--- src/rtl/fm_tune_scan_ctrl.sv ---
// Channel-scan / tuning sequencer. Steps the NCO phase increment across channels,
// averages |I|+|Q| per channel and retunes to the strongest one when the scan ends.
module fm_tune_scan_ctrl #(
  parameter int SETTLE_CYC = 32,
  parameter int MEAS_LOG2  = 6,
  parameter int CH_W       = 8
) (
  input  logic               clk,
  input  logic               rst,
  input  logic               start,
  input  logic               abort,
  input  logic [31:0]        phi_start,
  input  logic [31:0]        phi_step,
  input  logic [CH_W-1:0]    num_ch,
  input  logic [17:0]        squelch,
  input  logic signed [15:0] I_in,
  input  logic signed [15:0] Q_in,
  output logic [31:0]        phi_inc,
  output logic               busy,
  output logic               done,
  output logic               locked,
  output logic [CH_W-1:0]    best_ch,
  output logic [31:0]        best_phi,
  output logic [17:0]        best_lvl
);

  localparam int MEAS_N      = 1 << MEAS_LOG2;
  localparam int ACC_W       = 18 + MEAS_LOG2;
  localparam int CNT_MAX     = (SETTLE_CYC > MEAS_N) ? SETTLE_CYC : MEAS_N;
  localparam int CNT_W       = $clog2(CNT_MAX + 1);
  // A zero settle time still spends one cycle in SETTLE.
  localparam int SETTLE_LAST = (SETTLE_CYC > 0) ? SETTLE_CYC - 1 : 0;
  localparam int MEAS_LAST   = MEAS_N - 1;

  typedef enum logic [2:0] {
    S_IDLE, S_TUNE, S_SETTLE, S_MEAS, S_CMP, S_NEXT, S_DONE
  } state_t;

  state_t state_q, state_d;

  logic [31:0]      phi_start_q, phi_start_d;
  logic [31:0]      phi_step_q, phi_step_d;
  logic [CH_W-1:0]  num_ch_q, num_ch_d;
  logic [CH_W-1:0]  ch_idx_q, ch_idx_d;
  logic [CNT_W-1:0] cnt_q, cnt_d;
  logic [ACC_W-1:0] acc_q, acc_d;
  logic [31:0]      phi_inc_q, phi_inc_d;
  logic             done_q, done_d;
  logic             locked_q, locked_d;
  logic [CH_W-1:0]  best_ch_q, best_ch_d;
  logic [31:0]      best_phi_q, best_phi_d;
  logic [17:0]      best_lvl_q, best_lvl_d;

  // |x| in 17 bits so that |-32768| = 32768 without wrapping.
  logic signed [16:0] i_ext, q_ext;
  logic [16:0]        abs_i, abs_q;
  logic [17:0]        sample_lvl;
  logic [17:0]        lvl;
  logic               settle_end, meas_end, last_ch;

  assign i_ext      = {I_in[15], I_in};
  assign q_ext      = {Q_in[15], Q_in};
  assign abs_i      = i_ext[16] ? 17'(-i_ext) : 17'(i_ext);
  assign abs_q      = q_ext[16] ? 17'(-q_ext) : 17'(q_ext);
  assign sample_lvl = {1'b0, abs_i} + {1'b0, abs_q};
  assign lvl        = acc_q[ACC_W-1:MEAS_LOG2];
  assign settle_end = (cnt_q == CNT_W'(SETTLE_LAST));
  assign meas_end   = (cnt_q == CNT_W'(MEAS_LAST));
  assign last_ch    = (ch_idx_q == num_ch_q - CH_W'(1));

  always_ff @(posedge clk) begin
    if (rst) state_q <= S_IDLE;
    else     state_q <= state_d;
  end

  always_comb begin
    state_d = state_q;
    if (abort && state_q != S_IDLE) begin
      state_d = S_IDLE;
    end else begin
      case (state_q)
        S_IDLE:   if (start && !abort) state_d = S_TUNE;
        S_TUNE:   state_d = (num_ch_q == '0) ? S_DONE : S_SETTLE;
        S_SETTLE: if (settle_end) state_d = S_MEAS;
        S_MEAS:   if (meas_end) state_d = S_CMP;
        S_CMP:    state_d = last_ch ? S_DONE : S_NEXT;
        S_NEXT:   state_d = S_SETTLE;
        S_DONE:   state_d = S_IDLE;
        default:  state_d = S_IDLE;
      endcase
    end
  end

  always_comb begin
    phi_start_d = phi_start_q;
    phi_step_d  = phi_step_q;
    num_ch_d    = num_ch_q;
    ch_idx_d    = ch_idx_q;
    cnt_d       = cnt_q;
    acc_d       = acc_q;
    phi_inc_d   = phi_inc_q;
    done_d      = 1'b0;
    locked_d    = locked_q;
    best_ch_d   = best_ch_q;
    best_phi_d  = best_phi_q;
    best_lvl_d  = best_lvl_q;
    if (abort) begin
      // Abort leaves phi_inc and the partial best_* results untouched.
      locked_d = 1'b0;
    end else begin
      case (state_q)
        S_IDLE: if (start) begin
          phi_start_d = phi_start;
          phi_step_d  = phi_step;
          num_ch_d    = num_ch;
          locked_d    = 1'b0;
          best_lvl_d  = '0;
          best_ch_d   = '0;
          best_phi_d  = phi_start;
        end
        S_TUNE: begin
          phi_inc_d = phi_start_q;
          ch_idx_d  = '0;
          cnt_d     = '0;
          done_d    = (num_ch_q == '0);
        end
        S_SETTLE: begin
          if (settle_end) begin
            cnt_d = '0;
            acc_d = '0;
          end else begin
            cnt_d = cnt_q + CNT_W'(1);
          end
        end
        S_MEAS: begin
          acc_d = acc_q + ACC_W'(sample_lvl);
          cnt_d = meas_end ? '0 : cnt_q + CNT_W'(1);
        end
        S_CMP: begin
          // Strict compare keeps the lower index on ties; channel 0 seeds the search.
          if (ch_idx_q == '0 || lvl > best_lvl_q) begin
            best_ch_d  = ch_idx_q;
            best_phi_d = phi_inc_q;
            best_lvl_d = lvl;
          end
          done_d = last_ch;
        end
        S_NEXT: begin
          phi_inc_d = phi_inc_q + phi_step_q;
          ch_idx_d  = ch_idx_q + CH_W'(1);
          cnt_d     = '0;
        end
        S_DONE: begin
          phi_inc_d = best_phi_q;
          locked_d  = (best_lvl_q >= squelch);
        end
        default: ;
      endcase
    end
  end

  always_ff @(posedge clk) begin
    if (rst) begin
      phi_start_q <= '0;
      phi_step_q  <= '0;
      num_ch_q    <= '0;
      ch_idx_q    <= '0;
      cnt_q       <= '0;
      acc_q       <= '0;
      phi_inc_q   <= '0;
      done_q      <= 1'b0;
      locked_q    <= 1'b0;
      best_ch_q   <= '0;
      best_phi_q  <= '0;
      best_lvl_q  <= '0;
    end else begin
      phi_start_q <= phi_start_d;
      phi_step_q  <= phi_step_d;
      num_ch_q    <= num_ch_d;
      ch_idx_q    <= ch_idx_d;
      cnt_q       <= cnt_d;
      acc_q       <= acc_d;
      phi_inc_q   <= phi_inc_d;
      done_q      <= done_d;
      locked_q    <= locked_d;
      best_ch_q   <= best_ch_d;
      best_phi_q  <= best_phi_d;
      best_lvl_q  <= best_lvl_d;
    end
  end

  assign phi_inc  = phi_inc_q;
  assign busy     = (state_q != S_IDLE);
  assign done     = done_q;
  assign locked   = locked_q;
  assign best_ch  = best_ch_q;
  assign best_phi = best_phi_q;
  assign best_lvl = best_lvl_q;

endmodule

--- config.mk ---
export PLATFORM = sky130hd
export DESIGN_NAME = fm_tune_scan_ctrl
export DESIGN_NICKNAME = d
export VERILOG_FILES = /design/src/rtl/fm_tune_scan_ctrl.sv
export SDC_FILE = /design/constraint.sdc
export NUM_CORES = 1
export LEC_CHECK = 0
export ABC_AREA = 1
export CORE_MARGIN = 3
export CORE_UTILIZATION = 50
export CTS_CLUSTER_DIAMETER = 120
export CTS_CLUSTER_SIZE = 12
export DETAILED_ROUTE_END_ITERATION = 16
export GPL_TIMING_DRIVEN = 0
export MAX_ROUTING_LAYER = met4
export PLACE_DENSITY = 0.72
export SKIP_CTS_REPAIR_TIMING = 1
export SYNTH_ARGS = -nofsm -noshare
export SYNTH_HDL_FRONTEND = slang
export SYNTH_SLANG_ARGS = --single-unit
--- constraint.sdc ---
create_clock -name clk -period 4.28 [get_ports clk]
set_input_delay 0.856 -clock clk [delete_from_list [all_inputs] [get_ports clk]]
set_output_delay 0.856 -clock clk [all_outputs]
set_load 0.005 [all_outputs]
==> flow_metrics.tcl <==
set metrics [dict create \
    drtAntennaViolNets 0 \
    power.density_cell_area_nw_per_um2 405.8 \
    finish.net_count 2579 \
    cp_max_delay_cell "sky130_fd_sc_hd__fa_1" \
    cp_capture_type "flip-flop" \
    fin_cells 2717 \
    area_of_placed_instances_um2 16490 \
    reg2reg_slack_ns 1.52 \
    critPathMostFrequentCell "sky130_fd_sc_hd__nand2_1" \
    cts_tree "done" \
    wire_per_inst_um 18.54 \
    min_to "acc_q[1]" \
    report.power.total_mw 6.988 \
    cellInternalPower_mw 4.222 \
    worst_hold_path.num_cells 2 \
    synth_cells 2103 \
    reg2reg_from "acc_q[1]" \
    crit_path_start_kind "input pin" \
    synth-edff-count 0 \
    hpwlAfterDp_mm 40.08 \
    r2r.worst_path.cells 15 \
    floorplan.die.height_um 172.6 \
    setup_repair_after_global_routing_missed_its_margin "yes" \
    ys_async_sr_fraction_pct 0 \
    outcome "finished clean" \
    grt_pass1_wl_mm 78.40 \
    finish.utilization_pct 63.54 \
    critical_path.cell_chain "clkdlybuf4s50_1, nor2_1, nand2_1, nor2_1, nand2_1, nor2_2, nand3_2, nor3_4, nand2_1, nand2_1, xor2_1, inv_1, fa_1, inv_1, ha_4, a21oi_1, o21ai_0, a21oi_1, nand2_1, nand2_1, nand2_1, a21oi_1, nor2_1" \
    via_count 15184 \
    die-area_um2 29770 \
    die_width_um 172.6 \
    first_iter_violations 1258 \
    final_count_of_negative_setup_slack_endpoints 0 \
    yosys.area.top_type "sky130_fd_sc_hd__dfxtp_1" \
    synthesis_stage_register_bit_count 206 \
    timing.final.hold_violations 0 \
    synth_ff_type "sky130_fd_sc_hd__dfxtp_1" \
    place_inst 2691 \
    sequentialPowerShare_pct 36.0 \
    drv_slew 0 \
    p_comb_share_pct 40.4 \
    synth.avg_cell_area_um2 6.595 \
    p_switching_mw 2.766 \
    drcViolationCount 0 \
    start_util_pct 51.18 \
    cts_num_sinks 206 \
    timing.critical_path.max_delay_family "simple AND/OR/NAND/NOR gates" \
    worst_path_largest_cell_delay_ns 0.48 \
    layout-area-overhead-vs-synth_pct 24.16 \
    yosysWarnings 0 \
    clk_transition_reported_paths_ns 0.06 \
    drt_pre_antenna_iters 6 \
    grt_pass1_vias 14626 \
    fin_crit_sh_pct 95.51 \
    clock_latency_on_the_worst_skew_pair_ns 0.51 \
    post_synth_num_cell_types 49 \
    fin_hold_ws_ns 0.4769 \
    sw_share_pct 39.58 \
    timing.critical_path.required_ns 4.68 \
    cts_inserted_buffers 21 \
    fin_skew_ns 0.01413 \
    finalCriticalPeriod_ns 4.088 \
    num_rows 60 \
    yosysSeqAreaShare_pct 29.73 \
    data_arrival_time_of_the_critical_path_ns 4.49 \
    place.gp.congestion 1.007 \
    boundaryPins 219 \
    cts-root-buf "sky130_fd_sc_hd__clkbuf_16" \
    design_area_um2 17220 \
    yosys.area.top_type_share_pct 29.73 \
    worstPathMaxFanout 6 \
    syn-cell-area_um2 13870 \
    clockPowerShare_pct 23.6 \
    port_buffers 215 \
    grt-ovfl-total 0 \
    fmax_mhz 244.6 \
    cts_max_level 1 \
    irDropWorstVdd_mv 0.3226 \
    routed_wl_mm 50.37 \
    largest_net_degree_at_the_start_of_global_routing 13 \
    cts_buffer_depth 3 \
    worstMarginPinSlew_ns 0.8049 \
    power.leakage_nw 7.506 \
    regToRegEndpoint "acc_q[21]" \
    netlist_top_cells_area "sky130_fd_sc_hd__dfxtp_1 30%, sky130_fd_sc_hd__nand2_1 13%, sky130_fd_sc_hd__ha_1 8.2%, sky130_fd_sc_hd__nor2_1 7.4%, sky130_fd_sc_hd__a21oi_1 7.1%" \
    initial_antenna_violation_count 0 \
    cp.buffers_inverters 3 \
    final_layout_size_suffix_gt1_share_pct 5.759 \
    min-delay-start "acc_q[1]" \
    timing.slew.headroom_pct 46.34 \
    grt_usage_pct 33.34 \
    hold_path_class "reg2reg" \
    cap_violations 0 \
    core_area_um2 27100 \
    via_per_inst 5.589 \
    worst-setup-path-type "in2reg" \
]
[tightest hold or removal path, stage by stage, from the launching register on]
cell	delay, ns
sky130_fd_sc_hd__dfxtp_1	0.31
sky130_fd_sc_hd__nand2_1	0.06
sky130_fd_sc_hd__a21oi_1	0.06
[routing by layer]
| metal | vias up | global-route usage, % | wire, um |
|---|---|---|---|
| met1 | 7078 | 42.04 | 21500 |
| li1 | 7386 | - | - |
| met2 | 607 | 56.20 | 23850 |
| met3 | 113 | 3.601 | 3252 |
| met5 | - | - | 0 |
| met4 | 0 | 10.98 | 1761 |
[placed cells by master, fill, tap and decap left out, types with 15 or more instances in the layout]
| master | n |
|---|---|
| sky130_fd_sc_hd__clkdlybuf4s50_1 | 210 |
| sky130_fd_sc_hd__inv_1 | 216 |
| sky130_fd_sc_hd__buf_2 | 24 |
| sky130_fd_sc_hd__clkbuf_16 | 21 |
| sky130_fd_sc_hd__dfxtp_1 | 206 |
| sky130_fd_sc_hd__nand3_1 | 143 |
| sky130_fd_sc_hd__nand2_1 | 469 |
| sky130_fd_sc_hd__nand3b_1 | 17 |
| sky130_fd_sc_hd__or2_2 | 17 |
| sky130_fd_sc_hd__a221oi_1 | 23 |
| sky130_fd_sc_hd__clkbuf_1 | 47 |
| sky130_fd_sc_hd__ha_1 | 86 |
| sky130_fd_sc_hd__nor2_1 | 273 |
| sky130_fd_sc_hd__xor2_1 | 25 |
| sky130_fd_sc_hd__fa_1 | 19 |
| sky130_fd_sc_hd__nand4_1 | 15 |
| sky130_fd_sc_hd__o21ai_0 | 157 |
| sky130_fd_sc_hd__nor3_1 | 20 |
| sky130_fd_sc_hd__a21oi_1 | 196 |
[synth_stat cells (3+ instances only)]
library cell / n
sky130_fd_sc_hd__a21boi_0: 5
sky130_fd_sc_hd__a21o_1: 8
sky130_fd_sc_hd__a21oi_1: 198
sky130_fd_sc_hd__a221oi_1: 23
sky130_fd_sc_hd__a31oi_1: 9
sky130_fd_sc_hd__buf_2: 24
sky130_fd_sc_hd__buf_4: 6
sky130_fd_sc_hd__buf_6: 6
sky130_fd_sc_hd__clkbuf_1: 46
sky130_fd_sc_hd__dfxtp_1: 206
sky130_fd_sc_hd__fa_1: 19
sky130_fd_sc_hd__ha_1: 91
sky130_fd_sc_hd__inv_1: 216
sky130_fd_sc_hd__inv_2: 12
sky130_fd_sc_hd__nand2_1: 471
sky130_fd_sc_hd__nand2_2: 4
sky130_fd_sc_hd__nand3_1: 147
sky130_fd_sc_hd__nand3b_1: 17
sky130_fd_sc_hd__nand4_1: 15
sky130_fd_sc_hd__nor2_1: 275
sky130_fd_sc_hd__nor2_2: 6
sky130_fd_sc_hd__nor2_4: 5
sky130_fd_sc_hd__nor3_1: 26
sky130_fd_sc_hd__nor3b_1: 3
sky130_fd_sc_hd__nor4_1: 6
sky130_fd_sc_hd__o21a_1: 6
sky130_fd_sc_hd__o21ai_0: 160
sky130_fd_sc_hd__o21ai_1: 9
sky130_fd_sc_hd__o21bai_1: 6
sky130_fd_sc_hd__or2_2: 17
sky130_fd_sc_hd__xnor2_1: 14
sky130_fd_sc_hd__xor2_1: 25
[worst max path at each step]
stage | slack (ns) | endpoint | cells past startpoint | from
2_1_floorplan | 0.28 | acc_q[23] | 22 | I_in[1]
3_3_place_gp | -0.70 | acc_q[21] | 21 | I_in[0]
3_5_place_dp | -0.82 | acc_q[21] | 21 | I_in[0]
4_1_cts | -0.29 | acc_q[21] | 21 | I_in[0]
5_1_grt | -0.04 | acc_q[21] | 22 | Q_in[1]
6_report | 0.19 | acc_q[22] | 23 | Q_in[1]
[cell type report]
type                    count  area, um2
diodes                      1      2.502
plain buffers              84      412.9
clock buffers              22      529.3
clock inverters             2      20.02
fillers                  2642       9881
inverters                 230      863.3
multi-input cells        1584       8638
flip-flops and latches    206       4124
well taps                 372      465.4
repair buffers            216       2165
[metrics by stage]
| step | TNS, ns | setup WS, ns |
|---|---|---|
| final | 0 | 0.1923 |
| after global routing | -0.09609 | -0.03717 |
| after CTS | -1.752 | -0.2923 |
| after detailed placement | -8.837 | -0.8171 |
| after global placement | -7.805 | -0.6999 |
| after floorplan | 0 | 0.2815 |
[flip-flops by register name, indices dropped and copies added (netlist names)]
| name | count |
|---|---|
| best_phi | 32 |
| phi_inc | 32 |
| phi_start_q | 32 |
| phi_step_q | 32 |
| acc_q | 24 |
| best_lvl | 18 |
| best_ch | 8 |
| ch_idx_q | 8 |
| num_ch_q | 8 |
| cnt_q | 7 |
| state_q | 3 |
| done | 1 |
| locked | 1 |
[kinds of logic (layout without fill, tap and decap cells)]
logic type / after synthesis / in the layout / synth area share, %
AO/OA/AOI/OAI: 438 / 438 / 17.37
XOR/XNOR: 39 / 39 / 2.463
adder cells (fa/ha/maj): 110 / 110 / 10.95
buffers and inverters: 314 / 554 / 9.202
flip-flops: 206 / 206 / 29.73
other: 1 / 3 / 0.02704
AND/OR/NAND/NOR: 995 / 995 / 30.25
[power groups by stage]
stage / registers [mW] / logic [mW] / clock network [mW]
after floorplan: 2.44 / 1.71 / 0
after global placement: 2.53 / 2.68 / 0
after detailed placement: 2.54 / 2.74 / 0
after CTS: 2.50 / 2.75 / 1.66
after global routing: 2.54 / 3.12 / 1.72
final: 2.52 / 2.83 / 1.65
Note: power is estimated with default switching activity, not from simulation.
